File: src/rtl/tcp_hdr_tx_serializer.sv
// TCP header TX serializer: optional pseudo-header checksum (macro TCP_TX_CSUM_EN), then NB = 160/OUT_W beats MSB-first.
// Latency: first beat 17 cycles after accept with TCP_TX_CSUM_EN, 1 cycle without.
// Backpressure: one header in flight; input rdy low outside IDLE, beats held stable while ser_rdy is low.
module tcp_hdr_tx_serializer #(
  parameter int         OUT_W    = 32,
  parameter logic [7:0] IP_PROTO = 8'd6
) (
  input  logic             clk,
  input  logic             rst,
  input  logic             tx_tcp_hdr_val,
  input  logic [31:0]      tx_src_ip,
  input  logic [31:0]      tx_dst_ip,
  input  logic [159:0]     tx_tcp_hdr,
  output logic             tx_tcp_hdr_rdy,
  output logic             ser_val,
  output logic [OUT_W-1:0] ser_data,
  output logic             ser_last,
  output logic [31:0]      ser_src_ip,
  output logic [31:0]      ser_dst_ip,
  input  logic             ser_rdy
);

  localparam int NB = 160 / OUT_W;
  localparam int BW = $clog2(NB);
  localparam logic [BW-1:0] LAST_BEAT = BW'(NB - 1);

`ifdef TCP_TX_CSUM_EN
  typedef enum logic [1:0] {IDLE, CSUM, SEND} state_t;
`else
  typedef enum logic [1:0] {IDLE, SEND} state_t;
`endif

  state_t         state_q, state_d;
  logic [159:0]   hdr_q, hdr_d;
  logic [31:0]    src_q, src_d;
  logic [31:0]    dst_q, dst_d;
  logic [BW-1:0]  beat_q, beat_d;

`ifdef TCP_TX_CSUM_EN
  logic [15:0]    acc_q, acc_d;
  logic [3:0]     widx_q, widx_d;
  logic [255:0]   csum_words;
  logic [15:0]    csum_word;
  logic [16:0]    sum17;
  logic [15:0]    sum16;

  // Pseudo-header followed by the TCP header with its checksum field zeroed.
  assign csum_words = {src_q, dst_q, 8'h00, IP_PROTO, 16'd20, hdr_q[159:32], 16'h0000, hdr_q[15:0]};
  assign csum_word  = csum_words[{4'd15 - widx_q, 4'b0000} +: 16];
  assign sum17      = {1'b0, acc_q} + {1'b0, csum_word};
  assign sum16      = sum17[15:0] + {15'd0, sum17[16]};
`endif

  always_comb begin
    state_d        = state_q;
    hdr_d          = hdr_q;
    src_d          = src_q;
    dst_d          = dst_q;
    beat_d         = beat_q;
    tx_tcp_hdr_rdy = 1'b0;
`ifdef TCP_TX_CSUM_EN
    acc_d          = acc_q;
    widx_d         = widx_q;
`endif
    case (state_q)
      IDLE: begin
        tx_tcp_hdr_rdy = !rst;
        if (tx_tcp_hdr_val && !rst) begin
          hdr_d  = tx_tcp_hdr;
          src_d  = tx_src_ip;
          dst_d  = tx_dst_ip;
          beat_d = '0;
`ifdef TCP_TX_CSUM_EN
          acc_d   = '0;
          widx_d  = '0;
          state_d = CSUM;
`else
          state_d = SEND;
`endif
        end
      end
`ifdef TCP_TX_CSUM_EN
      CSUM: begin
        acc_d  = sum16;
        widx_d = widx_q + 4'd1;
        if (widx_q == 4'd15) begin
          hdr_d[31:16] = ~sum16;
          state_d      = SEND;
        end
      end
`endif
      SEND: begin
        // The header register shifts so the current beat is always its top OUT_W bits.
        if (ser_rdy) begin
          if (beat_q == LAST_BEAT) begin
            state_d = IDLE;
          end else begin
            beat_d = beat_q + 1'b1;
            hdr_d  = hdr_q << OUT_W;
          end
        end
      end
      default: state_d = IDLE;
    endcase
  end

  always_ff @(posedge clk or posedge rst) begin
    if (rst) begin
      state_q <= IDLE;
      hdr_q   <= '0;
      src_q   <= '0;
      dst_q   <= '0;
      beat_q  <= '0;
`ifdef TCP_TX_CSUM_EN
      acc_q   <= '0;
      widx_q  <= '0;
`endif
    end else begin
      state_q <= state_d;
      hdr_q   <= hdr_d;
      src_q   <= src_d;
      dst_q   <= dst_d;
      beat_q  <= beat_d;
`ifdef TCP_TX_CSUM_EN
      acc_q   <= acc_d;
      widx_q  <= widx_d;
`endif
    end
  end

  assign ser_val    = (state_q == SEND);
  assign ser_data   = ser_val ? hdr_q[159 -: OUT_W] : '0;
  assign ser_last   = ser_val && (beat_q == LAST_BEAT);
  assign ser_src_ip = src_q;
  assign ser_dst_ip = dst_q;

endmodule

File: config.mk
export PLATFORM = sky130hd
export DESIGN_NAME = tcp_hdr_tx_serializer
export DESIGN_NICKNAME = d
export VERILOG_FILES = /design/src/rtl/tcp_hdr_tx_serializer.sv
export SDC_FILE = /design/constraint.sdc
export NUM_CORES = 1
export LEC_CHECK = 0
export ABC_AREA = 1
export ABC_CLOCK_PERIOD_IN_PS = 10200
export BUFFER_PORTS_ARGS = -buffer_cell sky130_fd_sc_hd__buf_2
export CORE_ASPECT_RATIO = 1.4
export CORE_MARGIN = 10
export CORE_UTILIZATION = 50
export CTS_CLUSTER_DIAMETER = 80
export DETAILED_ROUTE_END_ITERATION = 16
export PLACE_DENSITY_LB_ADDON = 0.2
export SKIP_CTS_REPAIR_TIMING = 1
export SLEW_MARGIN = 20
export SYNTH_ARGS = -nofsm -noshare
export SYNTH_HDL_FRONTEND = slang
export SYNTH_SLANG_ARGS = --single-unit
File: constraint.sdc
create_clock -name clk -period 10.2 [get_ports clk]
set_input_delay 2.04 -clock clk [delete_from_list [all_inputs] [get_ports clk]]
set_output_delay 2.04 -clock clk [all_outputs]
set_load 0.05 [all_outputs]
# == Yosys cells after proc, flatten, opt, wreduce, memory -nomap -nowiden ==
# Cells that the tools add are included.
# word_totals
input_bits,228
output_inout_bits,99
register_bits,229
# op_classes
muxes,14
n_reduce_logical,8
n_eq_ne,6
add_sub_neg,1
# op_table
cell,n
$mux 160,3
$pmux 160 s2,1
$mux 32,1
$mux 3,3
$mux 2,3
$pmux 3 s2,1
$ne 2x1->1 const B,2
$ne 2x2->1 const B,2
$pmux 2 s2,1
$reduce_and 4->1,1
$add 3x1->3 const B,1
$eq 3x3->1 const B,1
$reduce_and 3->1,1
$eq 2x1->1 const B,1
$logic_and 1x1->1,2
$logic_not 2->1,1
$reduce_and 2->1,1
$reduce_bool 2->1,1
$logic_not 1->1,1
$mux 1,1

# == Depth between registers and ports, before layout ==
# logic_depth
depth_word,4
mapped_depth,8

# == Least setup slack after synthesis ==
# No wires, ideal clock.
# synth_path
path_kind,in2out
start,input port rst
end,output port tx_tcp_hdr_rdy
t_required_ns,8.160
cell_stages,2
path_slack_ns,5.361
arrival_time_ns,2.799
cell_sequence,nor2_1 -> buf_1
# synth_between
elab_chain_cells,2
# synth_rtl
element,line_no,source
"start, declared",9,"input logic rst,"
$logic_not 1->1 (no source line),-,
$mux 1,65,case (state_q)
"end, declared",14,"output logic tx_tcp_hdr_rdy,"
# No other way between the ends.

# == Final worst setup path ==
# Ends and elaborated chain as after synthesis.

==> run_results.csv <==
group,metric,value,unit
outcome,status,"completed",
pwr,irDropWorstVdd,259,uV
detailed_routing,drc_errors,0,
critical_path,cp_max_fo,66,
final_layout,area_delta_synth_final,21.2,%
clock_network,cts.htree.levels,1,
yosys,synth_cells,1518,
yosys,yosys_register_bits,228,
critical_path,critical_path.slowest_cell,"buf_4",
global_route,antenna_found_initial,7,
hold_path,hp-class,"register to register",
job,drv_cap,0,
sta,period_minus_slack,5.25,ns
sta,grt_setup_unrepaired,"false",
critical_path,r2r_start,"state_q[0]",
sta,tns,0,ns
critical_path,end_kind,"output port",
yosys,postSynthNetCount,1748,
critical_path,ff2ff_path_depth,7,
yosys,netlist_area,11100,sq um
global_route,grt_pass1_wl,51.2,mm
global_route,grt_pass1_vias,10000,
clock_network,tritoncts,"done",
sta,whs,0.463,ns
placed_design,io_buffers,326,
sta,drv_slew,0,
critical_path,worstPathRequired,8.16,ns
pwr,power_density,315,nW/um^2
placed_design,dp_hpwl,21.0,mm
critical_path,crit_chain,"buf_2 -> nor2_4 -> buf_4 -> buf_2",
yosys,synth.avg_cell_area,7.29,sq um
detailed_routing,via_count,10200,
critical_path,slowest_delay,0.54,ns
pwr,totalPowerFinal,4.23,mW
die,die-width,146,um
critical_path,worst_setup_path_start_kind,"input pin",
global_route,grt-ovfl-total,0,
sta,setup_violations,0,
sta,skew,0.00854,ns
detailed_routing,drtPass1Iterations,6,
sta,relSlewSlack,0.288,
final_layout,fin_util,0.613,
yosys,synth-seq-area-share,0.515,
sta,hold_viol,0,
detailed_routing,vias_per_cell,4.90,
hold_path,min_to,"ser_src_ip[20]",
clock_network,cts.sinks,228,
final_layout,drive_gt1_frac,0.213,
final_layout,mostFrequentLayoutCell,"nand2_1",
die,initial_core_util,0.506,
sta,max_freq,191,MHz
placed_design,placed_area,12700,sq um
clock_network,clk_latency,0.50,ns
sta,worstMarginPinSlew,1.07,ns
die,die_y,196,um
global_route,grt_use_total,0.212,
final_layout,layout_common_cells,"905 x nand2_1, 326 x buf_2, 227 x dfrtp_1",
critical_path,arrival,3.21,ns
clock_network,cts_buffers,23,
detailed_routing,dr.first_iter.drc_count,632,
placed_design,routabilityCongestion,0.816,
detailed_routing,wl_per_cell,15.2,um
sta,post-route-period-util,0.515,
yosys,synth.distinct_cells,16,
detailed_routing,routed_wl,31.7,mm
clock_network,path_clk_slew,0.06,ns
final_layout,nets,2000,
hold_path,hp-start,"ser_src_ip[20]",
final_layout,stdcell_area,13400,sq um
clock_network,clk_path_buf_depth,3,
critical_path,worst-setup-path-type,"input pin to output port",
die,die-area,28600,sq um
clock_network,root_buffer,"clkbuf_16",
hold_path,hold_depth,2,
critical_path,cp_common_cell,"buf_2",
die,core-area,21900,sq um
die,num_io_pins,327,
final_layout,fillCellCount,2066,
yosys,yosysWarnings,0,
global_route,grt_start_max_net_pins,164,
detailed_routing,ant_nets,0,
critical_path,reg2reg_slack,6.11,ns
pwr,p_leak,8.16,nW
die,rows,64,
critical_path,timing.rr.end,"hdr_q[132]",
cell usage after synthesis:
cell,number,area share
inv_1,37,0.013
buf_4,18,0.012
nand3b_1,33,0.022
nand2_1,907,0.31
buf_6,1,0.0010
o21ai_0,1,0.00045
nand3_1,195,0.088
a22oi_1,1,0.00068
inv_2,1,0.00034
clkbuf_1,33,0.011
nor2_1,3,0.0010
dfrtp_1,228,0.52
nand2_2,1,0.00057
buf_2,42,0.019
ha_1,2,0.0023
buf_1,15,0.0051
power by group:
group          total, mW  internal [mW]  switching [mW]
clock network      0.811          0.476           0.335
registers           1.50           1.27           0.234
logic               1.92          0.502            1.41
state kept, by name (all words and copies together) (netlist names):
register,cells
hdr_q,160
ser_dst_ip,32
ser_src_ip,32
beat_q,3
state_q,1
per-stage QoR:
step	worst slack (ns)	cells
after floorplan	1.91	1518
after global placement	4.30	2042
after detailed placement	4.74	2042
after CTS	4.95	2078
after global routing	4.85	2079
final	4.95	2082
metal layers:
metal / wire length [um] / GRT usage / part of all wire / up-vias
li1: - / - / - / 5195
met1: 12800 / 0.257 / 0.40 / 4606
met2: 14900 / 0.341 / 0.47 / 339
met3: 3200 / 0.0836 / 0.10 / 51
met4: 769 / 0.0642 / 0.024 / 6
met5: 46 / 0 / 0.0015 / -
critical path, delay by kind of cell:
kind          cells  cell delay (ns)
buf+inv           3             1.08
simple gates      1             0.07
worst max-delay path by stage:
stage | endpoint | cells after the start | startpoint | slack, ns
6_report | tx_tcp_hdr_rdy | 4 | rst | 4.95
5_1_grt | tx_tcp_hdr_rdy | 4 | rst | 4.85
4_1_cts | tx_tcp_hdr_rdy | 4 | rst | 4.95
3_5_place_dp | hdr_q[61] | 8 | rst | 4.74
3_3_place_gp | hdr_q[153] | 8 | rst | 4.30
2_1_floorplan | beat_q[0] | 1 | rst | 1.91
area by class of cell:
| cell class | count | area, sq um | area share |
|---|---|---|---|
| Antenna cell | 4 | 10.0 | 0.000746 |
| Tap cell | 297 | 372 | 0.0277 |
| Timing Repair Buffer | 336 | 1720 | 0.128 |
| Sequential cell | 228 | 5710 | 0.426 |
| Inverter | 38 | 153 | 0.0114 |
| Multi-Input combinational cell | 1143 | 4730 | 0.353 |
| Clock inverter | 6 | 55.1 | 0.00411 |
| Clock buffer | 30 | 662 | 0.0494 |
cell families (layout without fill, tap and decap cells):
kind of cell	after synthesis	after routing	synth area share
AND/OR/NAND/NOR	1139	1139	0.420
flip-flops	228	228	0.515
AO/OA/AOI/OAI	2	2	0.00113
buffers and inverters	147	410	0.0614
other	0	4	0
adder cells (fa/ha/maj)	2	2	0.00226
No activity file was read; power rests on OpenSTA's default activity.
